[src/rtl/rtc_pkg.sv]
// Shared definitions for the RTC bus reader: scan/phase state encodings,
// register index map and the RTC address of each scanned register.
package rtc_pkg;

  localparam int NUM_REGS = 9;

  localparam logic [3:0] IDX_SEGUNDO  = 4'd0;
  localparam logic [3:0] IDX_MINUTO   = 4'd1;
  localparam logic [3:0] IDX_HORA     = 4'd2;
  localparam logic [3:0] IDX_DIA      = 4'd3;
  localparam logic [3:0] IDX_MES      = 4'd4;
  localparam logic [3:0] IDX_ANO      = 4'd5;
  localparam logic [3:0] IDX_SEGUNDOT = 4'd6;
  localparam logic [3:0] IDX_MINUTOT  = 4'd7;
  localparam logic [3:0] IDX_HORAT    = 4'd8;

  localparam logic [7:0] ADDR_SEGUNDO  = 8'h21;
  localparam logic [7:0] ADDR_MINUTO   = 8'h22;
  localparam logic [7:0] ADDR_HORA     = 8'h23;
  localparam logic [7:0] ADDR_DIA      = 8'h24;
  localparam logic [7:0] ADDR_MES      = 8'h25;
  localparam logic [7:0] ADDR_ANO      = 8'h26;
  localparam logic [7:0] ADDR_SEGUNDOT = 8'h41;
  localparam logic [7:0] ADDR_MINUTOT  = 8'h42;
  localparam logic [7:0] ADDR_HORAT    = 8'h43;

  typedef enum logic [1:0] {S_IDLE, S_SCAN, S_COMMIT} scan_st_e;

  typedef enum logic [2:0] {F_IDLE, F_ADDR_P, F_ADDR_G, F_READ_P, F_READ_G} fase_st_e;

  function automatic logic [7:0] rtc_addr(input logic [3:0] idx);
    case (idx)
      IDX_SEGUNDO:  return ADDR_SEGUNDO;
      IDX_MINUTO:   return ADDR_MINUTO;
      IDX_HORA:     return ADDR_HORA;
      IDX_DIA:      return ADDR_DIA;
      IDX_MES:      return ADDR_MES;
      IDX_ANO:      return ADDR_ANO;
      IDX_SEGUNDOT: return ADDR_SEGUNDOT;
      IDX_MINUTOT:  return ADDR_MINUTOT;
      IDX_HORAT:    return ADDR_HORAT;
      default:      return 8'h00;
    endcase
  endfunction

endpackage

[src/rtl/rtc_bus_fase.sv]
// Single RTC access sequencer: address write phase then read phase, each a
// strobe pulse followed by an idle gap. Chains straight into the next access.
module rtc_bus_fase
  import rtc_pkg::*;
#(
  parameter int T_PULSE = 8,
  parameter int T_GAP   = 4
) (
  input  logic       clk_i,
  input  logic       rst_i,
  input  logic       go_i,
  input  logic [7:0] addr_i,
  output logic       cap_o,
  output logic       fin_o,
  output logic       cs_n_o,
  output logic       rd_n_o,
  output logic       wr_n_o,
  output logic       a_d_o,
  output logic       ad_oe_o,
  output logic [7:0] ad_out_o
);

  fase_st_e   st_q;
  logic [3:0] cnt_q;
  logic       cs_n_q, rd_n_q, wr_n_q, a_d_q, ad_oe_q;
  logic [7:0] ad_out_q;
  logic       p_end, g_end, launch;

  assign p_end  = (cnt_q == 4'(T_PULSE - 1));
  assign g_end  = (cnt_q == 4'(T_GAP - 1));
  assign cap_o  = (st_q == F_READ_P) && p_end;
  assign fin_o  = (st_q == F_READ_G) && g_end;
  // A new access may start from idle or directly off the last gap cycle.
  assign launch = go_i && ((st_q == F_IDLE) || fin_o);

  always_ff @(posedge clk_i) begin
    if (rst_i) begin
      st_q     <= F_IDLE;
      cnt_q    <= '0;
      cs_n_q   <= 1'b1;
      rd_n_q   <= 1'b1;
      wr_n_q   <= 1'b1;
      a_d_q    <= 1'b0;
      ad_oe_q  <= 1'b0;
      ad_out_q <= '0;
    end else begin
      cnt_q <= cnt_q + 4'd1;
      case (st_q)
        F_IDLE: cnt_q <= '0;
        F_ADDR_P: if (p_end) begin
          st_q   <= F_ADDR_G;
          cnt_q  <= '0;
          cs_n_q <= 1'b1;
          wr_n_q <= 1'b1;
        end
        F_ADDR_G: if (g_end) begin
          // Bus turnaround: release the drive on the same edge RD_N falls.
          st_q    <= F_READ_P;
          cnt_q   <= '0;
          cs_n_q  <= 1'b0;
          rd_n_q  <= 1'b0;
          a_d_q   <= 1'b1;
          ad_oe_q <= 1'b0;
        end
        F_READ_P: if (p_end) begin
          st_q   <= F_READ_G;
          cnt_q  <= '0;
          cs_n_q <= 1'b1;
          rd_n_q <= 1'b1;
        end
        F_READ_G: if (g_end) begin
          st_q  <= F_IDLE;
          cnt_q <= '0;
          a_d_q <= 1'b0;
        end
        default: st_q <= F_IDLE;
      endcase
      if (launch) begin
        st_q     <= F_ADDR_P;
        cnt_q    <= '0;
        cs_n_q   <= 1'b0;
        wr_n_q   <= 1'b0;
        a_d_q    <= 1'b0;
        ad_oe_q  <= 1'b1;
        ad_out_q <= addr_i;
      end
    end
  end

  assign cs_n_o   = cs_n_q;
  assign rd_n_o   = rd_n_q;
  assign wr_n_o   = wr_n_q;
  assign a_d_o    = a_d_q;
  assign ad_oe_o  = ad_oe_q;
  assign ad_out_o = ad_out_q;

endmodule

[src/rtl/rtc_lector_bus.sv]
// Periodic RTC scanner: reads nine BCD registers into shadows and commits them
// in one cycle so the display never shows a half-updated date/time/timer.
module rtc_lector_bus
  import rtc_pkg::*;
#(
  parameter int REFRESH_CYCLES = 2_500_000,
  parameter int T_PULSE        = 8,
  parameter int T_GAP          = 4
) (
  input  logic       CLK,
  input  logic       RST,
  input  logic       START,
  input  logic       ALARMA_ACK,
  input  logic [7:0] AD_IN,
  output logic [7:0] AD_OUT,
  output logic       AD_OE,
  output logic       CS_N,
  output logic       RD_N,
  output logic       WR_N,
  output logic       A_D,
  output logic [7:0] DIA_T,
  output logic [7:0] MES_T,
  output logic [7:0] ANO_T,
  output logic [7:0] HORA_T,
  output logic [7:0] MINUTO_T,
  output logic [7:0] SEGUNDO_T,
  output logic [7:0] HORAT_T,
  output logic [7:0] MINUTOT_T,
  output logic [7:0] SEGUNDOT_T,
  output logic       BUSY,
  output logic       DONE,
  output logic       ALARMA
);

  localparam int PW = $clog2(REFRESH_CYCLES + 1);

  scan_st_e   st_q;
  logic [PW-1:0] per_q;
  logic [3:0] idx_q, go_idx;
  logic [7:0] shadow_q [NUM_REGS];
  logic [7:0] out_q    [NUM_REGS];
  logic       busy_q, done_q, alarma_q;
  logic       kick, go, cap, fin, tmr_zero_new, tmr_zero_old;
  logic [7:0] go_addr;

  assign kick   = (per_q == PW'(REFRESH_CYCLES - 1)) || START;
  assign go     = ((st_q == S_IDLE) && kick) || ((st_q == S_SCAN) && (idx_q != IDX_HORAT));
  // In SCAN the sequencer only takes go at the end of an access, so the next index.
  assign go_idx  = (st_q == S_SCAN) ? idx_q + 4'd1 : 4'd0;
  assign go_addr = rtc_addr(go_idx);

  assign tmr_zero_new = ({shadow_q[IDX_HORAT], shadow_q[IDX_MINUTOT], shadow_q[IDX_SEGUNDOT]} == 24'h0);
  assign tmr_zero_old = ({out_q[IDX_HORAT], out_q[IDX_MINUTOT], out_q[IDX_SEGUNDOT]} == 24'h0);

  rtc_bus_fase #(.T_PULSE(T_PULSE), .T_GAP(T_GAP)) u_fase (
    .clk_i    (CLK),
    .rst_i    (RST),
    .go_i     (go),
    .addr_i   (go_addr),
    .cap_o    (cap),
    .fin_o    (fin),
    .cs_n_o   (CS_N),
    .rd_n_o   (RD_N),
    .wr_n_o   (WR_N),
    .a_d_o    (A_D),
    .ad_oe_o  (AD_OE),
    .ad_out_o (AD_OUT)
  );

  always_ff @(posedge CLK) begin
    if (RST) begin
      st_q     <= S_IDLE;
      per_q    <= '0;
      idx_q    <= '0;
      busy_q   <= 1'b0;
      done_q   <= 1'b0;
      alarma_q <= 1'b0;
      for (int i = 0; i < NUM_REGS; i++) begin
        shadow_q[i] <= '0;
        out_q[i]    <= '0;
      end
    end else begin
      done_q <= 1'b0;
      if (ALARMA_ACK) alarma_q <= 1'b0;
      case (st_q)
        S_IDLE: begin
          if (kick) begin
            st_q   <= S_SCAN;
            per_q  <= '0;
            idx_q  <= '0;
            busy_q <= 1'b1;
          end else begin
            per_q <= per_q + 1'b1;
          end
        end
        S_SCAN: begin
          if (cap) shadow_q[idx_q] <= AD_IN;
          if (fin) begin
            if (idx_q == IDX_HORAT) begin
              // Commit lands together with DONE; a new alarm overrides an ack.
              st_q   <= S_COMMIT;
              idx_q  <= '0;
              done_q <= 1'b1;
              for (int i = 0; i < NUM_REGS; i++) out_q[i] <= shadow_q[i];
              if (tmr_zero_new && !tmr_zero_old) alarma_q <= 1'b1;
            end else begin
              idx_q <= idx_q + 4'd1;
            end
          end
        end
        S_COMMIT: begin
          st_q   <= S_IDLE;
          busy_q <= 1'b0;
        end
        default: st_q <= S_IDLE;
      endcase
    end
  end

  assign SEGUNDO_T  = out_q[IDX_SEGUNDO];
  assign MINUTO_T   = out_q[IDX_MINUTO];
  assign HORA_T     = out_q[IDX_HORA];
  assign DIA_T      = out_q[IDX_DIA];
  assign MES_T      = out_q[IDX_MES];
  assign ANO_T      = out_q[IDX_ANO];
  assign SEGUNDOT_T = out_q[IDX_SEGUNDOT];
  assign MINUTOT_T  = out_q[IDX_MINUTOT];
  assign HORAT_T    = out_q[IDX_HORAT];
  assign BUSY       = busy_q;
  assign DONE       = done_q;
  assign ALARMA     = alarma_q;

endmodule
[config.mk]
export PLATFORM = sky130hd
export DESIGN_NAME = rtc_lector_bus
export DESIGN_NICKNAME = d
export VERILOG_FILES = /design/src/rtl/rtc_pkg.sv /design/src/rtl/rtc_bus_fase.sv /design/src/rtl/rtc_lector_bus.sv
export SDC_FILE = /design/constraint.sdc
export NUM_CORES = 1
export LEC_CHECK = 0
export CAP_MARGIN = 20
export CORE_MARGIN = 3
export CORE_UTILIZATION = 50
export CTS_CLUSTER_SIZE = 14
export DETAILED_ROUTE_END_ITERATION = 10
export PLACE_DENSITY = 0.76
export SLEW_MARGIN = 20
export SYNTH_ARGS = -nofsm -noshare
export SYNTH_HDL_FRONTEND = slang
export SYNTH_SLANG_ARGS = --single-unit
[constraint.sdc]
create_clock -name CLK -period 6.1 [get_ports CLK]
set_input_delay 1.22 -clock CLK [delete_from_list [all_inputs] [get_ports CLK]]
set_output_delay 1.22 -clock CLK [all_outputs]
set_load 0.02 [all_outputs]
==> results.md <==
- Status: finished clean
- Post-CTS sizing: 0
- Met1 usage: 24.8%
- Reg-to-reg critical path endpoint: out_q[0][24]$_SDFFCE_PN0P_
- Drt initial violations: 410
- Commonest non-fill, non-tap cells in the layout: 144 x edfxtp_1, 96 x clkdlybuf4s50_1, 82 x and2_1
- Post-synth EDFFs: 144
- Mapped Area: 7990 µm²
- Peak supply drop: 0.201 mV
- Fin nets: 732
- GPL Wtd Cong: 0.837
- GRT Util Overall: 18.3%
- Pin count of the biggest net entering global routing: 75
- Syn-to-layout area delta: 20.5%
- CP Class: in2reg
- # setup viols final: 0
- GRT busiest layer: met2
- Hold-fix buffers at CTS: 0
- Syn Inst Count: 626
- # IOs: 100
- Worst skew pair latency: 430 ps
- RSZ-0062 raised after global routing: no
- Clock root cell: clkbuf_16
- Via count: 5,152
- CTS Buffer Depth: 2
- Fin. max-slew vios: 0
- Worst setup SP type: input pin
- Hold Path Stages: 2
- Vias/cell: 5.51
- TritonCTS clock tree: done
- Port buffer count: 96
- Cell Rows: 45
- First-pass GRT wire length: 25,500 µm
- Tcrit/Tclk final: 59.9%
- Drt pass-1 iters: 5
- Fill cell count: 1,198
- Setup Buffers After CTS: 0
- Max_slew headroom: 31.7%
- Count of unique library cells instantiated by Yosys: 65
- Wire length per cell: 17.1 µm
- GR Layer Usage met3: 4.41%
- Hold Path Origin: per_q[1]$_SDFFE_PP0N_
- Clk sinks: 192
- Die height: 132 µm
- Fin. Hold Viols: 0
- Register area share after synthesis: 66.1%
- H-Tree Level Count: 4
- Worst R2R Path Depth: 6
- Worst-Margin Slew: 1010 ps
- # Max-Cap Violations: 0
- Worst Slack Setup Final: 2440 ps
- TNS Setup: 0 ps
- Critical path arrival: 3710 ps
- Number of global-route vias before repair: 4,853
- Fin crit period: 3660 ps
- Worst reg2reg path startpoint: idx_q[0]$_SDFFE_PP0P_
- Commonest register cell after synthesis: edfxtp_1
- DRC: 0
- Asr flop ratio synth: 0%
- Antenna diodes: 0
- Worst reg2reg setup slack: 3180 ps
- Die width: 132 µm
- GR met2 Demand/Resource: 28.8%
- Critical Path Fanout Max: 72
- Grt total ovfl: 0
- Avg Cell Area, Syn: 12.8 µm²
- Initial Util: 51.8%
- Hold Crit Class: reg2reg
- Detailed-placement wirelength estimate: 10,700 µm
- Worst Path Required: 6160 ps
- Die area: 17,500 µm²
- P per Cell Area: 271 nW/µm²
- Hold EP: per_q[1]$_SDFFE_PP0N_
- Hold_ws: 476 ps
- Layout Skew: 5.81 ps
- Overall power: 2610 µW
- CORE AREA: 15,400 µm²
- Layout cells sized above 1: 7.87%
- Syn. warnings: 0
- Place WS: 2030 ps
- CTS clk-pin slew, worst paths: 70 ps
- Fmax: 274 MHz
- Flops & latches, synth: 192
- CTS Buf Count: 17
- Initial antenna violation count: 0
- Endpoint type of the worst setup path: flop
- Leakage: 0.00372 µW
- Routed Antenna Nets: 0
- Final WL: 16,000 µm
- Commonest non-fill, non-tap cell in the layout: edfxtp_1
## report_power, final
part	leakage [µW]	internal (µW)	total (µW)	switching [µW]
registers	0.00188	1440	1460	22.6
clock network	0.000250	518	989	471
logic	0.00159	62.1	163	100
total	0.00372	2020	2610	594
## worst max-delay path, cell delays in order
cell	delay, ps
clkdlybuf4s50_1	1000
clkinv_1	560
o21ai_4	150
buf_4	700
## Yosys cell counts (11+ instances only)
cell      count  area (µm²)
clkbuf_1     26        97.6
nor4_1       16         100
and3_1       65         407
dfxtp_1      48         961
a21oi_1      17        85.1
o21ai_0      15        75.1
xor2_1       18         158
nand4_1      11        68.8
edfxtp_1    144        4320
nand2_1      16        60.1
and2_1       82         513
nor2_1       34         128
nand3_1      16        80.1
## cell families (layout without fill, tap and decap cells)
logic type	count (synthesis)	count (layout)	synth area share [%]
muxes	2	2	0.313
other	1	3	0.0469
xor gates and xnor gates	22	22	2.41
AOI/OAI and AO/OA	64	64	5.20
and+or+nand+nor	288	288	21.9
buffers and inverters	47	143	2.57
adders and majority gates	10	10	1.50
DFF	192	192	66.1
## metrics by stage
step / util, % / std cells / area (µm²)
after floorplan: - / 628 / 8000
after global placement: 59.1 / 904 / 9120
after detailed placement: 59.1 / 904 / 9120
after CTS: 62.4 / 935 / 9630
after global routing: 62.4 / 935 / 9630
final: 62.4 / 935 / 9630
## state kept, by name (all words and copies together) (netlist names)
name	flops
u_fase.a_d_o	1
u_fase.rd_n_o	1
u_fase.wr_n_o	1
ALARMA	1
u_fase.ad_out_o	5
u_fase.cs_n_o	1
out_q	72
BUSY	1
u_fase.st_q	3
shadow_q	72
idx_q	4
u_fase.ad_oe_o	1
per_q	22
st_q	2
u_fase.cnt_q	4
DONE	1
## final cells by class
| cell class | count | area [µm²] | share of cell area (%) |
|---|---|---|---|
| Timing Repair Buffer | 101 | 998 | 10.4 |
| Clock buffer | 18 | 429 | 4.45 |
| Inverter | 11 | 41.3 | 0.429 |
| Sequential cell | 192 | 5290 | 54.9 |
| Tap cell | 211 | 264 | 2.74 |
| Clock inverter | 13 | 88.8 | 0.922 |
| Multi-Input combinational cell | 389 | 2530 | 26.2 |
## metal layers
metal	up-vias	wire length, µm
met4	0	329
met3	26	872
met5	-	0
met1	2496	7100
li1	2463	-
met2	167	7660
## worst max path at each step
stage	start	endpoint	slack, ps	cells past startpoint
floorplan	u_fase.cnt_q[0]$_SDFF_PP0_	out_q[0][0]$_SDFFCE_PN0P_	1320	4
global placement	RST	out_q[0][12]$_SDFFCE_PN0P_	2140	4
detailed placement	RST	out_q[0][15]$_SDFFCE_PN0P_	2030	4
CTS	RST	out_q[0][44]$_SDFFCE_PN0P_	2490	4
global route	RST	out_q[0][35]$_SDFFCE_PN0P_	2330	4
finish	RST	out_q[0][24]$_SDFFCE_PN0P_	2440	4
(Power assumes the default switching activity.)
